`src/rtl/imem_loader_pkg.sv`:
```
// Shared loader constants, state encoding and status decode.
// Imported by the loader top and its checksum helper.
package imem_loader_pkg;

    localparam int WORD_LEN       = 32;
    localparam int MEM_CELL_SIZE  = 8;
    localparam int INSTR_MEM_SIZE = 1024;

    typedef enum logic [2:0] {
        LD_IDLE   = 3'd0,
        LD_LEN_HI = 3'd1,
        LD_LEN_LO = 3'd2,
        LD_LOAD   = 3'd3,
        LD_CHK    = 3'd4,
        LD_DONE   = 3'd5,
        LD_ERR    = 3'd6
    } ld_state_t;

    typedef struct packed {
        logic busy;
        logic stall;
        logic done;
        logic err;
    } ld_flags_t;

    // Status outputs implied by being in a given state.
    function automatic ld_flags_t flags_of(ld_state_t s);
        ld_flags_t f;
        f = '0;
        unique case (s)
            LD_LEN_HI, LD_LEN_LO, LD_LOAD, LD_CHK: begin
                f.busy  = 1'b1;
                f.stall = 1'b1;
            end
            LD_ERR: begin
                f.stall = 1'b1;
                f.err   = 1'b1;
            end
            LD_DONE: f.done = 1'b1;
            default: f = '0;
        endcase
        return f;
    endfunction

    // A usable image is non-empty, whole words, and fits the memory.
    function automatic logic len_ok(logic [15:0] n, int mem_size);
        return (n != 16'd0) && (n[1:0] == 2'b00) && (int'(n) <= mem_size);
    endfunction

endpackage

```
`src/rtl/imem_loader_xor_checksum.sv`:
```
// Running XOR over the payload bytes of one load session.
// Cleared at session start and by reset.
module imem_loader_xor_checksum (
    input  logic       clk,
    input  logic       rst,
    input  logic       clr,
    input  logic       en,
    input  logic [7:0] din,
    output logic [7:0] sum
);

    // Accumulate accepted payload bytes.
    always_ff @(posedge clk) begin
        if (rst || clr) begin
            sum <= 8'h00;
        end else if (en) begin
            sum <= sum ^ din;
        end
    end

endmodule

```
`src/rtl/imem_loader.sv`:
```
// Streams a length-prefixed, XOR-checked image into instruction memory,
// holding the CPU stalled while the memory is being rewritten.
module imem_loader
    import imem_loader_pkg::*;
#(
    parameter int MEM_SIZE = INSTR_MEM_SIZE,
    parameter int CELL_W   = MEM_CELL_SIZE
) (
    input  logic                        clk,
    input  logic                        rst,
    input  logic                        start,
    input  logic                        in_valid,
    input  logic [CELL_W-1:0]           in_data,
    output logic                        in_ready,
    output logic                        mem_we,
    output logic [$clog2(MEM_SIZE)-1:0] mem_waddr,
    output logic [CELL_W-1:0]           mem_wdata,
    output logic                        cpu_stall,
    output logic                        pc_rst,
    output logic                        busy,
    output logic                        done,
    output logic                        err
);

    localparam int AW = $clog2(MEM_SIZE);
    // One extra bit so a full-memory image counts up to MEM_SIZE cleanly.
    localparam int CW = AW + 1;

    ld_state_t       state;
    ld_flags_t       flags;
    logic [7:0]      len_hi;
    logic [CW-1:0]   len;
    logic [CW-1:0]   cnt;
    logic [CW-1:0]   cnt_n;
    logic [15:0]     len_n;
    logic [7:0]      sum;
    logic            xfer;
    logic            idle_like;
    logic            clr_sum;
    logic            en_sum;

    assign idle_like = (state == LD_IDLE) || (state == LD_DONE) ||
                       (state == LD_ERR);
    assign xfer      = in_valid & in_ready;
    assign cnt_n     = cnt + CW'(1);
    assign len_n     = {len_hi, in_data[7:0]};
    assign clr_sum   = idle_like & start;
    assign en_sum    = xfer & (state == LD_LOAD);

    // Reset must also suppress a write that coincides with it.
    assign mem_we    = xfer & (state == LD_LOAD) & ~rst;
    assign mem_waddr = cnt[AW-1:0];
    assign mem_wdata = mem_we ? in_data : '0;

    assign in_ready  = flags.busy;
    assign busy      = flags.busy;
    assign cpu_stall = flags.stall;
    assign done      = flags.done;
    assign err       = flags.err;

    imem_loader_xor_checksum u_csum (
        .clk (clk),
        .rst (rst),
        .clr (clr_sum),
        .en  (en_sum),
        .din (in_data[7:0]),
        .sum (sum)
    );

    // Session FSM with byte counter; status flags registered with the state.
    always_ff @(posedge clk) begin
        if (rst) begin
            state  <= LD_IDLE;
            flags  <= '0;
            cnt    <= '0;
            len    <= '0;
            len_hi <= 8'h00;
            pc_rst <= 1'b0;
        end else begin
            pc_rst <= 1'b0;
            unique case (state)
                LD_IDLE, LD_DONE, LD_ERR: begin
                    if (start) begin
                        state <= LD_LEN_HI;
                        flags <= flags_of(LD_LEN_HI);
                        cnt   <= '0;
                    end
                end
                LD_LEN_HI: begin
                    if (xfer) begin
                        len_hi <= in_data[7:0];
                        state  <= LD_LEN_LO;
                        flags  <= flags_of(LD_LEN_LO);
                    end
                end
                LD_LEN_LO: begin
                    if (xfer) begin
                        if (len_ok(len_n, MEM_SIZE)) begin
                            len   <= CW'(len_n);
                            state <= LD_LOAD;
                            flags <= flags_of(LD_LOAD);
                        end else begin
                            state <= LD_ERR;
                            flags <= flags_of(LD_ERR);
                        end
                    end
                end
                LD_LOAD: begin
                    if (xfer) begin
                        cnt <= cnt_n;
                        if (cnt_n == len) begin
                            state <= LD_CHK;
                            flags <= flags_of(LD_CHK);
                        end
                    end
                end
                LD_CHK: begin
                    if (xfer) begin
                        if (in_data[7:0] == sum) begin
                            state  <= LD_DONE;
                            flags  <= flags_of(LD_DONE);
                            pc_rst <= 1'b1;
                        end else begin
                            state <= LD_ERR;
                            flags <= flags_of(LD_ERR);
                        end
                    end
                end
                default: begin
                    state <= LD_IDLE;
                    flags <= '0;
                end
            endcase
        end
    end

endmodule

```
`config.mk`:
```
export PLATFORM = sky130hd
export DESIGN_NAME = imem_loader
export DESIGN_NICKNAME = d
export VERILOG_FILES = /design/src/rtl/imem_loader_pkg.sv /design/src/rtl/imem_loader_xor_checksum.sv /design/src/rtl/imem_loader.sv
export SDC_FILE = /design/constraint.sdc
export NUM_CORES = 1
export LEC_CHECK = 0
export CORE_UTILIZATION = 53
export DETAILED_ROUTE_END_ITERATION = 6
export GPL_TIMING_DRIVEN = 0
export PLACE_DENSITY = 0.78
export SLEW_MARGIN = 5
export SYNTH_ARGS = -nofsm -noshare
export SYNTH_HDL_FRONTEND = slang
export SYNTH_HIERARCHICAL = 1
export SYNTH_SLANG_ARGS = --single-unit
```
`constraint.sdc`:
```
create_clock -name clk -period 3.2 [get_ports clk]
set_input_delay 0.32 -clock clk [delete_from_list [all_inputs] [get_ports clk]]
set_output_delay 0.32 -clock clk [all_outputs]
set_load 0.02 [all_outputs]
```
==> summary.txt, run 1 <==
CTS
  • Worst-Skew Late Latency: 310 ps
  • Num CTS Buffers: 5
  • Htree depth: 2
  • Root Buffer: clkbuf_8
  • Clk pin slew, worst setup/hold paths: 100 ps
  • CTS Buffer Depth: 2
  • CTS tree: done
  • Clk sinks: 46
  • CTS Hold Buffers Added: 0

Worst hold path
  • Hold path start: cpu_stall
  • Hold crit path type: flip-flop to flip-flop

Timing
  • Final setup viols: 0
  • Final TNS setup: 0 ps
  • Final Hold Viols: 0
  • Hold_ws: 482 ps
  • Setup Skew: 8.50 ps
  • Tmin final: 2990 ps
  • F_max: 334 MHz
  • RSZ-0062 raised after global routing: no
  • Worst slew pin tran: 700 ps
  • Max Slew Vio Count: 0
  • Slew margin rel.: 53.0%
  • Final period util: 93.6%

Synthesis
  • Cell count after synthesis: 311
  • #FFs+latches synth: 46
  • Yosys cell types: 59
  • Post-synth EDFFs: 0
  • Syn Nets: 324
  • Async S/R FF share, synth: 0%
  • Synthesized cell area: 2760 sq um
  • Synth warnings: 6
  • Sequential fraction of the synthesis area: 33.4%
  • Ys flop type: dfxtp_1
  • Mapped Avg Cell Area: 8.88 sq um

Die
  • CORE AREA: 4880 sq um
  • Die span in y: 74.2 microns
  • Die ar.: 5500 sq um
  • Initial Util: 56.6%
  • I/O Pins: 37
  • Die width: 74.2 microns
  • # rows: 25

Drt
  • Wire length per cell: 15.0 microns
  • First drt pass iteration count: 4
  • # DRC: 0
  • Routed Antenna Nets: 0
  • Drt total wl: 6.33 mm
  • Routed vias: 2408
  • Drt first-iter violations: 147
  • DR vias/cell: 5.69

Power and ir drop
  • VDD IR max: 0.000239 V
  • Power density cells: 464 nW/um^2
  • Pleak: 1.19 nW
  • Total chip power: 1.54 mW

Setup path
  • Reg-to-reg critical path startpoint: cnt[0]
  • Buf+Inv Stages, Crit Path: 4
  • Crit path required time: 2880 ps
  • CP max FO: 11
  • Critical Path Max Stage Delay: 600 ps
  • CP arrival: 2670 ps
  • Setup CP Type: flip-flop to output pin
  • Worst-path cell chain: buf_4, inv_1, nor2_2, nand3_2, clkinvlp_4, and3_1, clkdlybuf4s50_1
  • Crit. Startpoint: state[0]
  • Slowest cell on crit path: clkdlybuf4s50_1
  • Startpoint types: flip-flop
  • Delay-heaviest family, CP: buffers and inverters
  • Crit. End Element: output pin

Finish
  • Final-stage net count: 368
  • Number of fillers in the final layout: 423
  • Area Growth Syn to Fin: 20.3%
  • Multi-input logic area: 1630 sq um
  • Reg area: 921 sq um
  • Share of cells above drive strength 1: 16.0%
  • Commonest non-fill, non-tap cell in the layout: dfxtp_1
  • Most frequent cells in the layout: 46 x dfxtp_1, 36 x clkdlybuf4s50_1, 35 x nor2_1
  • Count of antenna diodes in the layout: 0

GRT
  • GRT Util Overall: 25.4%
  • Pin count of the biggest net entering global routing: 18
  • Number of global-route vias before repair: 2236
  • Grt total ovfl: 0
  • Initial antenna violation count: 0
  • Global-route wire length before repair: 10.6 mm

Place
  • RePlAce Congestion: 0.872
  • Port buffer count: 36
  • DP HPWL: 4.62 mm

Job
  • MaxCap Viol Count: 0

Outcome
  • Outcome: completed
==> repair_timing <==
action | 4_1_cts | 5_1_grt
resized for setup | 1 | 1
buffers inserted | 0 | 2
setup endpoints to repair | 8 | 8
==> worst min-delay path, stage by stage, from the launching register on <==
cell     delay, ps
dfxtp_1        320
nand2_1         50
mux2i_1         60
==> layer usage <==
metal / part of all wire (%) / vias to the layer above / track usage [%]
li1: - / 1192 / -
met1: 46 / 1134 / 34.4
met2: 47 / 73 / 40.2
met3: 5.9 / 9 / 5.01
met4: 1.1 / 0 / 8.76
met5: 0 / - / 0
==> layout make-up <==
cell class	instances	area share, %
flip-flops and latches	46	27.7
clock inverters	3	0.792
multi-input cells	232	49.2
inverters	6	0.792
repair buffers	38	11.3
clock buffers	5	2.07
well taps	67	2.53
plain buffers	26	5.62
==> flip-flops by register name, indices dropped and copies added, names as in the netlist <==
name	cells
busy	1
cnt	11
cpu_stall	1
done	1
err	1
len	11
len_hi	8
pc_rst	1
state	3
u_csum/sum	8
==> through the flow <==
stage	setup slack (ps)	util (%)	cell area (sq um)	instances
CTS	26.3	67.6	3300	421
detailed placement	128	65.7	3200	414
global placement	160	65.7	3200	414
finish	205	68.0	3320	423
global route	64.4	68.0	3320	423
floorplan	948	-	2760	311
==> Yosys cell counts (3+ instances only) <==
master	n	area share, %
a21bo_2	6	2.2
a21oi_1	25	4.5
a31oi_1	3	0.68
and3_1	12	2.7
buf_4	14	3.8
clkbuf_1	5	0.68
dfxtp_1	46	33
inv_1	6	0.82
mux2i_1	21	7.6
nand2_1	12	1.6
nand3_1	11	2.0
nand3b_1	11	3.0
nand4_1	4	0.91
nor2_1	35	4.8
nor2b_1	5	1.1
nor3b_1	3	0.82
o21ai_0	13	2.4
or4_1	5	1.4
xnor2_1	21	6.7
xor2_1	3	0.95
==> cells by family after synthesis <==
logic type | count (synthesis) | synth area share [%]
buf+inv | 33 | 7.71
mux | 23 | 8.70
compound gates | 64 | 15.7
flops | 46 | 33.4
xor+xnor | 24 | 7.62
simple gates | 120 | 26.4
fa+ha+maj | 1 | 0.453
==> path summary, 6_finish.rpt <==
kind                   to  cells after the start  slack, ps
max          mem_wdata[2]                      7        210
min             cpu_stall                      2        480
max reg2reg           err                      7        660
min reg2reg     cpu_stall                      2        480
==> where the power goes <==
group / switching [mW] / internal, mW / total (mW)
combinational: 0.302 / 0.208 / 0.510
sequential: 0.0362 / 0.607 / 0.643
clock: 0.226 / 0.162 / 0.388
Power figures use the tool's default switching activity.
==> run 2: changes to the inputs <==
--- a/config.mk
+++ b/config.mk
@@ -5,10 +5,10 @@
 export SDC_FILE = /design/constraint.sdc
 export NUM_CORES = 1
 export LEC_CHECK = 0
-export CORE_UTILIZATION = 53
+export CORE_UTILIZATION = 50
 export DETAILED_ROUTE_END_ITERATION = 6
 export GPL_TIMING_DRIVEN = 0
-export PLACE_DENSITY = 0.78
+export PLACE_DENSITY = 0.75
 export SLEW_MARGIN = 5
 export SYNTH_ARGS = -nofsm -noshare
 export SYNTH_HDL_FRONTEND = slang
==> constraint.sdc (replaced) <==
create_clock -name clk -period 3.84 [get_ports clk]
set_input_delay 0.384 -clock clk [delete_from_list [all_inputs] [get_ports clk]]
set_output_delay 0.384 -clock clk [all_outputs]
set_load 0.02 [all_outputs]
==> run 2 against run 1 <==
  * Hold slack got worse by 2.6 ps
  * Critical endpoint is now mem_wdata[1]
  * Register-to-register slack improved by 610 ps
  * Critical path depth rose by 1
  * Global-route usage fell by 2.9 points
==> summary.txt, run 2 (synthesized netlist as in run 1, its figures left out) <==
Outcome
  • Outcome: completed

Finish
  • Share of cells above drive strength 1: 14.9%
  • Final-stage net count: 367
  • Commonest non-fill, non-tap cell in the layout: dfxtp_1
  • Top flop regs: cnt (11), len (11)
  • Area Growth Syn to Fin: 19.7%
  • Layout Cells excl Fill: 425
  • Most frequent cells in the layout: 46 x dfxtp_1, 36 x clkdlybuf4s50_1, 35 x nor2_1
  • Count of antenna diodes in the layout: 0
  • Number of fillers in the final layout: 474

Setup path
  • CP arrival: 3060 ps
  • CP most frequent cell: inv_1
  • Worst-path cell chain: buf_4, inv_1, nor2_2, nand3_1, inv_1, clkbuf_1, and3_1, clkdlybuf4s50_1
  • Critical Path Max Stage Delay: 600 ps
  • Crit. End Element: output pin
  • CP max FO: 10
  • Slowest cell on crit path: clkdlybuf4s50_1
  • Setup CP Type: flip-flop to output pin
  • Startpoint types: flip-flop
  • Crit path required time: 3460 ps

CTS
  • Num CTS Buffers: 5
  • Worst-Skew Late Latency: 310 ps
  • CTS Hold Buffers Added: 0
  • Post-CTS Setup Inserts: 0
  • CTS tree: done
  • Clk pin slew, worst setup/hold paths: 90 ps
  • CTS resizes: 0
  • Htree depth: 2
  • Clk sinks: 46
  • Root Buffer: clkbuf_8
  • CTS Buffer Depth: 2

Timing
  • Final Hold Viols: 0
  • F_max: 291 MHz
  • RSZ-0062 raised after global routing: no
  • Setup Skew: 7.14 ps
  • Worst slew pin tran: 714 ps
  • Tmin final: 3440 ps
  • Final period util: 89.6%
  • Final setup viols: 0
  • Max Slew Vio Count: 0
  • Slew margin rel.: 52.1%
  • Final TNS setup: 0 ps

Die
  • Initial Util: 53.0%
  • Die width: 76.3 microns
  • Die span in y: 76.3 microns
  • # rows: 26
  • Die ar.: 5820 sq um
  • I/O Pins: 37
  • CORE AREA: 5200 sq um

Worst hold path
  • Hold crit path type: flip-flop to flip-flop

Drt
  • # DRC: 0
  • Drt first-iter violations: 250
  • First drt pass iteration count: 4
  • Routed Antenna Nets: 0
  • Drt total wl: 6.22 mm
  • Wire length per cell: 14.6 microns
  • Routed vias: 2372
  • DR vias/cell: 5.58

GRT
  • Number of global-route vias before repair: 2182
  • Grt total ovfl: 0
  • GRT Util Overall: 22.4%
  • Initial antenna violation count: 0
  • Pin count of the biggest net entering global routing: 18
  • Global-route wire length before repair: 10.5 mm

Power and ir drop
  • Pleak: 1.19 nW
  • VDD IR max: 0.000206 V
  • Power density cells: 386 nW/um^2

Place
  • Port buffer count: 36
  • RePlAce Congestion: 0.866
  • Cells after DPL: 417
  • DP HPWL: 4.53 mm

Job
  • MaxCap Viol Count: 0
-- run 2: changes by cell type in the layout (fill, tap and decap cells not counted), sizes merged --
cell,before,now
clkbuf,10,11
clkinvlp,1,0
inv,8,9
buf,22,20
-- run 2: final cells by class --
| cell class | count | area (sq um) | area share, % |
|---|---|---|---|
| repair buffers | 36 | 360 | 10.9 |
| flip-flops and latches | 46 | 921 | 27.9 |
| well taps | 70 | 87.6 | 2.65 |
| inverters | 6 | 22.5 | 0.682 |
| clock inverters | 3 | 26.3 | 0.795 |
| clock buffers | 5 | 68.8 | 2.08 |
| multi-input cells | 232 | 1630 | 49.2 |
| plain buffers | 27 | 190 | 5.76 |
-- run 2: final timing paths --
kind	startpoint	slack, ps	endpoint	cells past startpoint
worst max register to register	state[0]	1270	u_csum/sum[1]	10
worst min-delay path	cpu_stall	480	cpu_stall	2
worst max-delay path	state[0]	400	mem_wdata[1]	8
worst min register to register	cpu_stall	480	cpu_stall	2
-- run 2: stage by stage --
step | instance area (sq um) | power, mW | setup WS (ps) | hold WS (ps) | utilization, %
2_1_floorplan | 2760 | 0.843 | 1590 | 451 | -
3_3_place_gp | 3210 | 0.959 | 734 | 459 | 61.6
3_5_place_dp | 3210 | 0.961 | 752 | 462 | 61.6
4_1_cts | 3300 | 1.28 | 378 | 480 | 63.5
5_1_grt | 3300 | 1.35 | 152 | 506 | 63.5
6_report | 3300 | 1.27 | 400 | 479 | 63.5
-- run 2: worst max-delay path, delay by kind of cell, from the launching register on --
family	cells	cell delay, ps
flops	1	410
simple gates	3	810
buf+inv	5	1520
-- run 2: layer usage --
layer | part of all wire [%] | vias up | track usage (%)
li1 | - | 1186 | -
met1 | 46 | 1111 | 29.2
met2 | 48 | 68 | 37.1
met3 | 5.5 | 7 | 4.43
met4 | 0.96 | 0 | 7.12
met5 | 0 | - | 0
-- run 2: power breakdown --
part	total (mW)	leakage (nW)	internal, mW	switching, mW
Combinational	0.418	0.765	0.172	0.245
Clock	0.321	0.0495	0.135	0.185
Sequential	0.536	0.372	0.506	0.0303
